[config.mk]
export PLATFORM = sky130hd
export DESIGN_NAME = tx_mac
export DESIGN_NICKNAME = d
export VERILOG_FILES = /design/src/rtl/tx_mac.sv
export SDC_FILE = /design/constraint.sdc
export NUM_CORES = 1
export LEC_CHECK = 0
export BUFFER_PORTS_ARGS = -buffer_cell sky130_fd_sc_hd__buf_2
export CAP_MARGIN = 20
export CORE_MARGIN = 1.5
export CORE_UTILIZATION = 52
export CTS_CLUSTER_DIAMETER = 60
export DETAILED_ROUTE_END_ITERATION = 7
export PLACE_DENSITY = 0.69
export RECOVER_POWER = 100
export SYNTH_ARGS = -nofsm -noshare
export SYNTH_HDL_FRONTEND = slang
export SYNTH_SLANG_ARGS = --single-unit
[constraint.sdc]
create_clock -name tx_clk -period 7.4 [get_ports tx_clk]
set_input_delay 0.74 -clock tx_clk [delete_from_list [all_inputs] [get_ports tx_clk]]
set_output_delay 0.74 -clock tx_clk [all_outputs]
set_load 0.05 [all_outputs]
[src/rtl/tx_mac.sv]
// 10G Ethernet transmit MAC, 32-bit XGMII side.
// Takes frames (DA..payload) from AXI-Stream, frames them with start,
// preamble and SFD, pads to 60 bytes, appends the CRC-32 FCS, terminates
// and enforces a minimum inter-frame gap. Every XGMII output is registered
// and the whole pipeline freezes while the PCS is not ready.
module tx_mac #(
    parameter int AXIS_DATA_WIDTH  = 32,
    parameter int AXIS_DATA_BYTES  = AXIS_DATA_WIDTH / 8,
    parameter int XGMII_DATA_WIDTH = 32,
    parameter int XGMII_DATA_BYTES = XGMII_DATA_WIDTH / 8,
    parameter int MIN_IFG_WORDS    = 3
) (
    input  logic                        tx_clk,
    input  logic                        tx_rst,
    input  logic [AXIS_DATA_WIDTH-1:0]  in_slave_tx_tdata,
    input  logic [AXIS_DATA_BYTES-1:0]  in_slave_tx_tkeep,
    input  logic                        in_slave_tx_tvalid,
    input  logic                        in_slave_tx_tlast,
    output logic                        out_slave_tx_tready,
    output logic [XGMII_DATA_WIDTH-1:0] out_xgmii_data,
    output logic [XGMII_DATA_BYTES-1:0] out_xgmii_ctl,
    input  logic                        in_xgmii_pcs_ready,
    output logic                        tx_frame_done,
    output logic                        tx_underrun
);

    localparam logic [31:0] IDLE_WORD  = 32'h0707_0707;
    localparam logic [31:0] START_WORD = 32'h5555_55FB;
    localparam logic [31:0] SFD_WORD   = 32'hD555_5555;
    localparam logic [31:0] ERR_WORD   = 32'hFEFE_FEFE;
    localparam logic [31:0] CRC_INIT   = 32'hFFFF_FFFF;
    localparam logic [6:0]  MIN_BYTES  = 7'd60;
    // MIN_IFG_WORDS is expected to be at least 1.
    localparam int          IFG_W      = (MIN_IFG_WORDS > 1) ? $clog2(MIN_IFG_WORDS) : 1;
    localparam logic [IFG_W-1:0] IFG_LAST = IFG_W'(MIN_IFG_WORDS - 1);

    typedef enum logic [2:0] {
        S_IDLE, S_START, S_SFD, S_DATA, S_PAD, S_FCS, S_TERM, S_IFG
    } state_t;

    state_t           state_reg, state_next;
    logic [31:0]      out_data_reg, data_next;
    logic [3:0]       out_ctl_reg, ctl_next;
    logic             done_reg, done_next;
    logic             underrun_reg, underrun_next;
    logic [31:0]      crc_reg, crc_next;
    logic [6:0]       cnt_reg, cnt_next;          // bytes so far, saturates at 64
    logic [IFG_W-1:0] ifg_reg, ifg_next;
    logic [31:0]      resid_reg, resid_next;      // FCS bytes left for the terminate word
    logic [1:0]       resid_lanes_reg, resid_lanes_next;

    // Serial-equivalent reflected CRC-32, one byte per enabled lane.
    function automatic logic [31:0] crc32_upd(input logic [31:0] crc_in,
                                              input logic [31:0] data,
                                              input logic [3:0]  keep);
        logic [31:0] c;
        c = crc_in;
        for (int b = 0; b < 4; b++) begin
            if (keep[b]) begin
                c = c ^ {24'h0, data[8*b +: 8]};
                for (int i = 0; i < 8; i++)
                    c = c[0] ? ((c >> 1) ^ 32'hEDB8_8320) : (c >> 1);
            end
        end
        return c;
    endfunction

    function automatic logic [6:0] cnt_add(input logic [6:0] c, input logic [2:0] n);
        logic [7:0] s;
        s = {1'b0, c} + {5'b0, n};
        return (s > 8'd64) ? 7'd64 : s[6:0];
    endfunction

    logic [3:0]  beat_keep;
    logic [2:0]  beat_bytes;
    logic [2:0]  resid_bytes;
    logic [31:0] beat_mask, data_masked;
    logic [31:0] crc_beat, crc_fill, crc_pad, fcs_beat;
    logic [31:0] merged_word, resid_calc;
    logic [31:0] term_data;
    logic [3:0]  term_ctl;
    logic [6:0]  cnt_beat, cnt_fill, cnt_pad;
    logic        long_partial;

    // Decode last-beat byte enables; anything not a legal prefix (incl. 0000) is one byte.
    always_comb begin
        beat_keep  = 4'b1111;
        beat_bytes = 3'd4;
        if (in_slave_tx_tlast) begin
            case (in_slave_tx_tkeep)
                4'b1111: begin beat_keep = 4'b1111; beat_bytes = 3'd4; end
                4'b0111: begin beat_keep = 4'b0111; beat_bytes = 3'd3; end
                4'b0011: begin beat_keep = 4'b0011; beat_bytes = 3'd2; end
                default: begin beat_keep = 4'b0001; beat_bytes = 3'd1; end
            endcase
        end
    end

    genvar gi;
    generate
        for (gi = 0; gi < 4; gi++) begin : g_lane
            localparam logic [1:0] LANE = 2'(gi);
            assign beat_mask[8*gi +: 8] = {8{beat_keep[gi]}};
            // Residual FCS bytes below the FD lane, idles above it.
            assign term_data[8*gi +: 8] = (LANE < resid_lanes_reg) ? resid_reg[8*gi +: 8] :
                                          ((LANE == resid_lanes_reg) ? 8'hFD : 8'h07);
            assign term_ctl[gi]         = (LANE >= resid_lanes_reg);
        end
    endgenerate

    assign data_masked  = in_slave_tx_tdata & beat_mask;
    assign crc_beat     = crc32_upd(crc_reg, in_slave_tx_tdata, beat_keep);
    assign crc_fill     = crc32_upd(crc_reg, data_masked, 4'b1111);
    assign crc_pad      = crc32_upd(crc_reg, 32'h0, 4'b1111);
    assign fcs_beat     = ~crc_beat;
    assign resid_bytes  = 3'd4 - beat_bytes;
    assign merged_word  = data_masked | (fcs_beat << {beat_bytes[1:0], 3'b000});
    assign resid_calc   = fcs_beat >> {resid_bytes[1:0], 3'b000};
    assign cnt_beat     = cnt_add(cnt_reg, beat_bytes);
    assign cnt_fill     = cnt_add(cnt_reg, 3'd4);
    assign cnt_pad      = cnt_fill;
    // A short last beat of a frame already at minimum size carries FCS bytes itself.
    assign long_partial = (beat_bytes != 3'd4) && (cnt_beat >= MIN_BYTES);

    assign out_slave_tx_tready = in_xgmii_pcs_ready && (state_reg == S_DATA);

    // State and output registers; everything holds while the PCS stalls.
    always_ff @(posedge tx_clk) begin
        if (tx_rst) begin
            state_reg       <= S_IDLE;
            out_data_reg    <= IDLE_WORD;
            out_ctl_reg     <= 4'b1111;
            done_reg        <= 1'b0;
            underrun_reg    <= 1'b0;
            crc_reg         <= CRC_INIT;
            cnt_reg         <= 7'd0;
            ifg_reg         <= '0;
            resid_reg       <= 32'h0;
            resid_lanes_reg <= 2'd0;
        end else if (in_xgmii_pcs_ready) begin
            state_reg       <= state_next;
            out_data_reg    <= data_next;
            out_ctl_reg     <= ctl_next;
            done_reg        <= done_next;
            underrun_reg    <= underrun_next;
            crc_reg         <= crc_next;
            cnt_reg         <= cnt_next;
            ifg_reg         <= ifg_next;
            resid_reg       <= resid_next;
            resid_lanes_reg <= resid_lanes_next;
        end
    end

    // Next-state selection.
    always_comb begin
        state_next = state_reg;
        case (state_reg)
            S_IDLE:  if (in_slave_tx_tvalid) state_next = S_START;
            S_START: state_next = S_SFD;
            S_SFD:   state_next = S_DATA;
            S_DATA: begin
                if (!in_slave_tx_tvalid)     state_next = S_IFG;
                else if (in_slave_tx_tlast) begin
                    if (long_partial)           state_next = S_TERM;
                    else if (cnt_fill < MIN_BYTES) state_next = S_PAD;
                    else                        state_next = S_FCS;
                end
            end
            S_PAD:   state_next = (cnt_pad < MIN_BYTES) ? S_PAD : S_FCS;
            S_FCS:   state_next = S_TERM;
            S_TERM:  state_next = S_IFG;
            S_IFG:   if (ifg_reg == IFG_LAST) state_next = in_slave_tx_tvalid ? S_START : S_IDLE;
            default: state_next = S_IDLE;
        endcase
    end

    // Output word and datapath updates for the word produced this cycle.
    always_comb begin
        data_next        = IDLE_WORD;
        ctl_next         = 4'b1111;
        done_next        = 1'b0;
        underrun_next    = 1'b0;
        crc_next         = crc_reg;
        cnt_next         = cnt_reg;
        ifg_next         = ifg_reg;
        resid_next       = resid_reg;
        resid_lanes_next = resid_lanes_reg;
        case (state_reg)
            S_START: begin
                data_next = START_WORD;
                ctl_next  = 4'b0001;
                crc_next  = CRC_INIT;
                cnt_next  = 7'd0;
            end
            S_SFD: begin
                data_next = SFD_WORD;
                ctl_next  = 4'b0000;
            end
            S_DATA: begin
                if (!in_slave_tx_tvalid) begin
                    data_next     = ERR_WORD;
                    underrun_next = 1'b1;
                    crc_next      = CRC_INIT;
                    ifg_next      = '0;
                end else begin
                    ctl_next = 4'b0000;
                    if (!in_slave_tx_tlast) begin
                        data_next = in_slave_tx_tdata;
                        crc_next  = crc_beat;
                        cnt_next  = cnt_beat;
                    end else if (long_partial) begin
                        data_next        = merged_word;
                        crc_next         = CRC_INIT;
                        resid_next       = resid_calc;
                        resid_lanes_next = beat_bytes[1:0];
                    end else begin
                        // Full last beat, or short frame: unused lanes become pad bytes.
                        data_next        = data_masked;
                        crc_next         = crc_fill;
                        cnt_next         = cnt_fill;
                        resid_lanes_next = 2'd0;
                    end
                end
            end
            S_PAD: begin
                data_next = 32'h0;
                ctl_next  = 4'b0000;
                crc_next  = crc_pad;
                cnt_next  = cnt_pad;
            end
            S_FCS: begin
                data_next        = ~crc_reg;
                ctl_next         = 4'b0000;
                crc_next         = CRC_INIT;
                resid_lanes_next = 2'd0;
            end
            S_TERM: begin
                data_next        = term_data;
                ctl_next         = term_ctl;
                done_next        = 1'b1;
                ifg_next         = '0;
                resid_lanes_next = 2'd0;
            end
            S_IFG: begin
                ifg_next = ifg_reg + 1'b1;
            end
            default: ;
        endcase
    end

    assign out_xgmii_data = out_data_reg;
    assign out_xgmii_ctl  = out_ctl_reg;
    assign tx_frame_done  = done_reg;
    assign tx_underrun    = underrun_reg;

endmodule

Word level (Yosys, flattened, before mapping)
Cells that the tools add are included.
{"block": "word_totals", "regBits": 116, "output_inout_bits": 39}
{"block": "op_classes", "addsub": 4, "order_cmp": 12, "eq_ne": 22, "n_shift": 2, "muxes": 145, "bitwise_logic": 108, "reduce_logical": 17}
{"op": "2-to-1 mux 32 bit", "n": 106}
{"op": "NOT 13 -> 14 bit", "n": 96}
{"op": "bitwise XOR 32 x 8 -> 32 bit", "n": 8}
{"op": "one-hot mux 32 bit (6 select lines)", "n": 1}
{"op": "one-hot mux 32 bit (3 select lines)", "n": 1}
{"op": "2-to-1 mux 8 bit", "n": 8}
{"op": "NOT 32 bit", "n": 2}
{"op": "2-to-1 mux 7 bit", "n": 5}
{"op": "AND 32 bit", "n": 1}
{"op": "bitwise OR 32 bit", "n": 1}
{"op": "<< shifter 32 x 5 -> 32 bit", "n": 1}
{"op": ">> shifter 32 x 5 -> 32 bit", "n": 1}
{"op": "one-hot mux 3 bit (8 select lines)", "n": 1}
{"op": "one-hot mux 7 bit (3 select lines)", "n": 1}
{"op": "2-to-1 mux 3 bit", "n": 6}
{"op": "> comparator 8 x 7 -> 1 bit, second input constant", "n": 2}
{"op": "one-hot mux 4 bit (4 select lines)", "n": 1}
{"op": "== test 3 bit, second input constant", "n": 4}
{"op": "one-hot mux 4 bit (3 select lines)", "n": 1}
{"op": "AND reduction 4 bit", "n": 3}
{"op": "!= test 2 bit, second input constant", "n": 5}
{"op": "!= test 3 bit, second input constant", "n": 3}
{"op": "one-hot mux 3 bit (3 select lines)", "n": 1}
{"op": "nonzero test 3 bit", "n": 3}
{"op": "32 further kinds", "n": 48}

Depth between registers and ports, before layout
Gate-level depths: netlist of the first run.
{"block": "logic_depth", "ltp_word": 79, "ltp_mapped": 24, "mapped_depth_nobuf": 20}

Worst setup path after synthesis of the first run
Ideal clock, no wire load.
{"block": "synth_path", "kind": "input -> register", "from": "in in_slave_tx_tdata[5]", "to": "reg out_data_reg[23], in the netlist out_xgmii_data[23]", "setup_ns": 0.086, "t_arrival_ns": 5.629, "required_ns": 7.314, "path_slack_ns": 1.684, "stages": 18, "n_path_buf": 2, "path_cell_list": "buf_2 -> xnor2_2 -> xnor3_2 -> xor2_4 -> xnor3_1 -> mux2i_1 -> o311ai_1 -> or3_1 -> buf_4 -> xnor3_1 -> mux2i_4 -> xor2_4 -> xnor2_2 -> xnor3_1 -> a21o_1 -> a211oi_2 -> o21ai_1 -> a221oi_2"}
{"block": "synth_via", "elab_chain_cells": 59}
{"item": "start: declaration", "line_no": "15", "source": "input logic [AXIS_DATA_WIDTH-1:0] in_slave_tx_tdata,"}
{"item": "bitwise XOR 32 x 8 -> 32 bit (*)", "line_no": "60", "source": "c = c ^ {24'h0, data[8*b +: 8]};"}
{"item": "2-to-1 mux 32 bit (*) (6 in series)", "line_no": "62", "source": "c = c[0] ? ((c >> 1) ^ 32'hEDB8_8320) : (c >> 1);"}
{"item": "NOT 13 -> 14 bit (no line)"}
{"item": "2-to-1 mux 32 bit (*) (2 in series)", "line_no": "62"}
{"item": "2-to-1 mux 32 bit (*)", "line_no": "59", "source": "if (keep[b]) begin"}
{"item": "bitwise XOR 32 x 8 -> 32 bit", "line_no": "60"}
{"item": "2-to-1 mux 32 bit", "line_no": "62"}
{"item": "NOT 13 -> 14 bit (no line)"}
{"item": "[37 not listed]"}
{"item": "2-to-1 mux 32 bit (*)", "line_no": "59"}
{"item": "NOT 32 bit (*)", "line_no": "115", "source": "assign fcs_beat = ~crc_beat;"}
{"item": "<< shifter 32 x 5 -> 32 bit (*)", "line_no": "117", "source": "assign merged_word = data_masked | (fcs_beat << {beat_bytes[1:0], 3'b000});"}
{"item": "bitwise OR 32 bit (*)", "line_no": "117"}
{"item": "2-to-1 mux 32 bit (*)", "line_no": "211", "source": "end else if (long_partial) begin"}
{"item": "2-to-1 mux 32 bit (*)", "line_no": "207", "source": "if (!in_slave_tx_tlast) begin"}
{"item": "2-to-1 mux 32 bit (*)", "line_no": "200", "source": "if (!in_slave_tx_tvalid) begin"}
{"item": "one-hot mux 32 bit (6 select lines) (*)", "line_no": "188", "source": "case (state_reg)"}
{"item": "end signal: assignment", "line_no": "142", "source": "out_data_reg <= data_next;"}
{"item": "end: declaration", "line_no": "42", "source": "logic [31:0] out_data_reg, data_next;"}
Mark *: on every way between the ends. The rest lies on a longest branch, timed or not.
A chain may end at the register's enable or synchronous reset.

Worst setup path in the final report of the first run
{"block": "layout_path", "from": "reg crc_reg[3]", "to": "reg out_data_reg[17], in the netlist out_xgmii_data[17]"}
{"block": "layout_via", "elab_chain_cells": 58}
{"item": "start: declaration", "line_no": "46", "source": "logic [31:0] crc_reg, crc_next;"}
{"item": "start signal: assignment", "line_no": "146", "source": "crc_reg <= crc_next;"}
{"item": "bitwise XOR 32 x 8 -> 32 bit", "line_no": "60"}
{"item": "2-to-1 mux 32 bit (5 in series)", "line_no": "62"}
{"item": "NOT 13 -> 14 bit (no line) / 2-to-1 mux 32 bit (equally long branches)"}
{"item": "2-to-1 mux 32 bit", "line_no": "62"}
{"item": "NOT 13 -> 14 bit (no line) / 2-to-1 mux 32 bit (equally long branches)"}
{"item": "2-to-1 mux 32 bit (on tied branches)", "line_no": "62, 59"}
{"item": "2-to-1 mux 32 bit / bitwise XOR 32 x 8 -> 32 bit (equally long branches)", "line_no": "62, 60"}
{"item": "2-to-1 mux 32 bit (*)", "line_no": "59"}
{"item": "[38 not listed]"}
{"item": "2-to-1 mux 32 bit (*)", "line_no": "59"}
{"item": "NOT 32 bit (*)", "line_no": "115"}
{"item": "<< shifter 32 x 5 -> 32 bit (*)", "line_no": "117"}
{"item": "bitwise OR 32 bit (*)", "line_no": "117"}
{"item": "2-to-1 mux 32 bit (*)", "line_no": "211"}
{"item": "2-to-1 mux 32 bit (*)", "line_no": "207"}
{"item": "2-to-1 mux 32 bit (*)", "line_no": "200"}
{"item": "one-hot mux 32 bit (6 select lines) (*)", "line_no": "188"}
Marks and branches as above.

==> results of run 1 <==
-- metrics by stage --
stage | utilization [%] | worst slack [ns] | area [um^2] | hold slack [ns] | cells
3_3_place_gp | 56.5 | 0.454 | 17500 | 0.439 | 2452
2_1_floorplan | - | 1.68 | 16500 | 0.420 | 2022
6_report | 57.0 | 0.252 | 17600 | 0.470 | 2469
5_1_grt | 57.0 | 0.145 | 17600 | 0.512 | 2468
3_5_place_dp | 56.5 | 0.466 | 17500 | 0.448 | 2452
4_1_cts | 57.5 | 0.663 | 17800 | 0.457 | 2468
-- synthesized netlist by cell type (7+ instances only) --
library cell,n
xnor3_1,49
a22oi_1,9
nand3_1,29
xnor2_4,7
o31ai_1,11
a21oi_1,139
xor3_1,12
a31oi_1,25
a211oi_1,30
or3_1,8
ha_1,7
nor2_1,170
o21ai_1,26
buf_1,18
buf_2,10
buf_4,7
xor2_1,156
o21ai_0,89
a221oi_1,10
a21o_1,9
nand2b_1,7
dfxtp_1,108
and2_1,8
inv_1,15
nor4_1,7
o211ai_1,20
o22ai_1,31
mux2i_1,26
clkbuf_1,83
nand2_1,191
xnor2_1,492
nor3_1,28
xnor2_2,24
nand4_1,7
nor2b_1,19
o22a_1,8
o221ai_1,8
-- cell families after synthesis --
group	share of synthesized area [%]
adders and majority gates	0.653
AOI/OAI and AO/OA	18.6
xor gates and xnor gates	48.9
muxes	2.23
buffers and inverters	3.31
and+or+nand+nor	13.2
DFF	13.1
-- tightest hold or removal path, cell delays in order (launching register included) --
cell     delay, ns
dfxtp_1       0.34
nand2_1       0.05
o21ai_0       0.06
-- layer usage --
| metal | up-vias | GRT usage [%] |
|---|---|---|
| met5 | - | 0 |
| met4 | 2 | 29.7 |
| met3 | 277 | 11.0 |
| met2 | 1160 | 68.3 |
| met1 | 7698 | 57.7 |
| li1 | 7054 | - |
-- final cells by class --
cell class                      instances  area, um^2
Antenna cell                            1        2.50
Clock buffer                           10         239
Clock inverter                          6        68.8
Fill cell                            3071       13300
Inverter                               17        63.8
Multi-Input combinational cell       1779       13700
Sequential cell                       108        2160
Tap cell                              396         495
Timing Repair Buffer                  152         861
-- worst paths after layout --
kind	start	end	slack [ns]
setup / recovery	crc_reg[3]	out_xgmii_data[17]	0.25
hold / removal	resid_reg[13]	resid_reg[13]	0.47
setup reg to reg	crc_reg[3]	out_xgmii_data[17]	0.25
hold reg to reg	resid_reg[13]	resid_reg[13]	0.47
==> run metrics, run 1 <==
Pins Over Slew Limit 0; total CTS buffers 9; Clock Pin Slew Worst Setup and Hold Paths 0.08 ns; share of the synthesized area in the top cell type around a quarter; worst-margin pin slew ~1.3 ns; setup TNS 0 ns; Post-synth EDFFs 0; CP cell instances xnor3_1 -> xor3_1 -> xnor3_1 -> mux2i_1 -> xor2_2 -> xnor2_1 -> a21oi_1 -> xor2_1 -> xor2_1 -> xnor3_1 -> xnor2_1 -> xnor2_1 -> nand2_1 -> a311oi_1 -> o21ai_1; Synth Flop Type dfxtp_1; CTS resizes 0; CP max stage delay between 0.7 and 0.8 ns; Area Growth Syn to Fin 6.89%; io pins 80; largest net degree at the start of global routing between 50 and 60; commonest non-fill, non-tap cell in the layout xnor2_1; CP Launch Type register; Seq/Total Area, Yosys between 10% and 20%; DR WL met2 around 32000 um; Critical Path Stages 15; WP buf/inv 0; met1 WL approximately 28000 um; Gate Count Post-Synth between 2000 and 2500; status complete, no violations; IO Port Bufs just under 80; die area around 33000 um^2; commonest cells after routing, fill and taps aside xnor2_1, nand2_1, nor2_1, xor2_1, a21oi_1; DRT iter0 DRCs ~2400; core outline area a little over 30000 um^2; clk root buf clkbuf_16; vias in the first global route between 15000 and 20000; WS Path Type reg -> reg; Setup violations, final 0; fraction of layout cells with a size suffix above 1 under 10%; relative slew slack 11.7%; Synthesized Nets 2071; CTS sink cnt roughly 110; met3 routed WL around 9000 um; Yosys warnings 0; Die X ~180 um; GRT Util Overall between 40% and 50%; #FFs+latches synth around 110; Setup Skew about 0.011 ns; CP required about 7.6 ns; Max Cap Viol 0; HP Class reg -> reg; cell accounting for the most synthesized area xnor2_1; reg2reg path depth 15; Max Fclk between 100 and 150 MHz; Tcrit/Tclk final a little over nine tenths; die height around 180 um; Antenna Violating Nets Remaining 0; CP top delay family XOR/XNOR gates; syn_area_per_cell 8.15 um^2; Synth area leaders xnor2_1, dfxtp_1, xor2_1; Post-CTS Setup Repair Bufs 0; Tmin final approximately 7 ns; Post-synth ARST share 0%; Final GP Congestion 1.06; clk buf depth 2; crit path DAT ~7.4 ns; DP Wirelength 59300 um; H-tree depth 3; CP max FO 9; hold path cells 2; nets 2116; first-pass GRT wire length ~110000 um; Fin. Hold Viols 0; Vias/cell 6.56; GR Overflow Total 0; CTS tree yes; Setup crit end kind register; std cell rows 64; cts hold-fix bufs 0; Via Count 16200; DR WL/cell ~30 um; RSZ-0062 raised after global routing no; Skew-Pair Late Insertion Delay between 0.3 and 0.4 ns; # DRC 0; slowest stage cell, crit path dfxtp_1; count of cell types in the netlist just under 90; WL final between 70000 and 80000 um; drt first pass iters 8; Synth Cell Area 16500 um^2; Initial Util between 50% and 60%; DR top layer met5; initial antenna violation count 3
Power of run 1 is left out: the tool's default activity adds up to more than one toggle a clock period on the data nets, which glitch-free logic cannot reach.
==> run 2, diff against run 1 <==
- BUFFER_PORTS_ARGS: -buffer_cell sky130_fd_sc_hd__buf_2 -> default
- DONT_BUFFER_PORTS: default -> 1
- PLACE_DENSITY: 0.69 -> 0.67
- SLEW_MARGIN: default -> 20
- clock period: 7.4 -> 8.4 ns (I/O delays scaled with it)
==> run 2 against run 1 <==
- hold slack better by 0.0063 ns
- flip-flop and latch count stayed put
- maximum frequency is 6.2% lower
- core utilization is 2.2 points lower
- first-iteration DRC count is 6.6% higher
- largest cell class unchanged
==> run metrics, run 2 (synthesis gave the netlist of run 1 again) <==
status complete, no violations (unchanged); Tmin final 7.62 ns (was 7.15 ns); setup TNS 0 ns (unchanged); RSZ-0062 raised after global routing no (unchanged); WS Path Type reg -> reg (unchanged); DP Worst Slack 1.48 ns (was 0.466 ns); Setup crit end kind register (unchanged); nets 2000 (was 2116); antenna diode count 0 (was 1); vias in the first global route 14900 (was 15600); Skew-Pair Late Insertion Delay 0.38 ns (about the same); Worst Setup SP crc_reg[2] (was crc_reg[3]); fraction of layout cells with a size suffix above 1 5.62% (was 9.03%); WL final 71000 um (was 74800 um); largest net degree at the start of global routing 61 (was 53); HP Class reg -> reg (unchanged); Initial Util 53.3% (unchanged); clk root buf clkbuf_16 (unchanged); drt first pass iters 6 (was 8); Pins Over Slew Limit 0 (unchanged); CP max FO 11 (was 9); crit path DAT 7.83 ns (was 7.39 ns); Setup violations, final 0 (unchanged); CP endpoint crc_reg[19] (was out_xgmii_data[17]); CTS resizes 0 (unchanged); DRT iter0 DRCs 2572 (was 2413); CTS tree yes (unchanged); hold path cells 2 (unchanged); total CTS buffers 9 (unchanged); FF-to-FF End crc_reg[19] (was out_xgmii_data[17]); relative slew slack 2.92% (was 11.7%); Max Fclk 131 MHz (was 140 MHz); Max Cap Viol 0 (unchanged); H-tree depth 3 (unchanged); GRT Util Overall 42.9% (was 45.3%); die height 181 um (unchanged); initial antenna violation count 2 (was 3); worst-margin pin slew 1.44 ns (was 1.32 ns); CTS sink cnt 108 (unchanged); filler instances 3021 (was 3071); Hold WS 0.476 ns (was 0.470 ns); Antenna Violating Nets Remaining 0 (unchanged); commonest cells after routing, fill and taps aside xnor2_1, nand2_1, nor2_1, xor2_1, a21oi_1 (unchanged); DP Wirelength 55900 um (was 59300 um); Fin. Hold Viols 0 (unchanged); first-pass GRT wire length 103000 um (was 108000 um); FF-to-FF setup slack 0.78 ns (was 0.25 ns); Die X 181 um (unchanged); CP Launch Type register (unchanged); std cell rows 64 (unchanged); Clock Pin Slew Worst Setup and Hold Paths 0.08 ns (about the same); Area Growth Syn to Fin 2.84% (was 6.89%); Final GP Congestion 1.10 (was 1.06); GR Overflow Total 0 (unchanged); Vias/cell 6.71 (was 6.56); # DRC 0 (unchanged); Post-CTS Setup Repair Bufs 0 (unchanged); io pins 80 (unchanged); Setup Skew 0.0140 ns (was 0.0111 ns); reg2reg path depth 16 (was 15); final worst slack 0.779 ns (was 0.252 ns); IO Port Bufs 0 (was 79); cts hold-fix bufs 0 (unchanged); DR WL/cell 30.2 um (was 30.3 um); clk buf depth 2 (unchanged); Via Count 15800 (was 16200); core outline area 30900 um^2 (unchanged); Tcrit/Tclk final 90.7% (was 96.6%); worst r2r src crc_reg[2] (was crc_reg[3]); die area 32800 um^2 (unchanged); CP required 8.61 ns (was 7.64 ns); commonest non-fill, non-tap cell in the layout xnor2_1 (unchanged)
run 2: cell types whose count changed in the layout (fill, tap and decap cells not counted), sizes merged:
cell | previous run | this run
diode | 1 | 0
clkinv | 4 | 5
bufinv | 1 | 0
clkbuf | 59 | 16
inv | 17 | 16
buf | 103 | 31
run 2: cell type report:
type / count / area, um^2 / area share (%)
clock buffer: 11 / 243 / 1.43
clock inverter: 5 / 45.0 / 0.266
sequential: 108 / 2160 / 12.8
tap: 396 / 495 / 2.92
inverter: 17 / 63.8 / 0.377
timing repair buffer: 36 / 251 / 1.48
multi-input combinational: 1779 / 13700 / 80.8
run 2: stage by stage:
stage	utilization, %	std cells	cell area, um^2
global placement	54.3	2335	16800
CTS	55.2	2351	17100
detailed placement	54.3	2335	16800
finish	54.8	2352	16900
floorplan	-	2022	16500
global route	54.8	2352	16900
run 2: worst min-delay path by stage:
stage	start	slack, ns	to
final	cnt_reg[0]	0.48	cnt_reg[0]
after global routing	resid_reg[20]	0.49	resid_reg[20]
after CTS	resid_reg[20]	0.46	resid_reg[20]
after detailed placement	resid_reg[20]	0.45	resid_reg[20]
after global placement	resid_reg[22]	0.44	resid_reg[22]
after floorplan	resid_reg[0]	0.42	resid_reg[0]
run 2: worst max-delay path, cell delays in order (launching register included):
cell      delay (ns)
dfxtp_1         0.66
buf_4           0.29
xor3_1          0.47
xnor3_1         0.59
xor2_4          0.30
xnor3_1         0.62
o311ai_0        0.72
nor4_2          0.15
or3_1           0.42
a31o_1          0.36
xnor2_1         0.86
xnor2_1         0.47
xnor3_1         0.52
xor2_1          0.51
nand2_1         0.18
o21ai_0         0.20
a21oi_1         0.12
run 2: layer usage:
metal	wire length, um	share of wire, %	vias to the layer above	track usage [%]
met3	9590	13	297	13.3
met5	23	0.032	-	0
met4	5320	7.5	4	25.2
met1	26700	38	7468	54.1
li1	-	-	6815	-
met2	29400	41	1192	64.3
Power of run 2 is left out for the same reason.
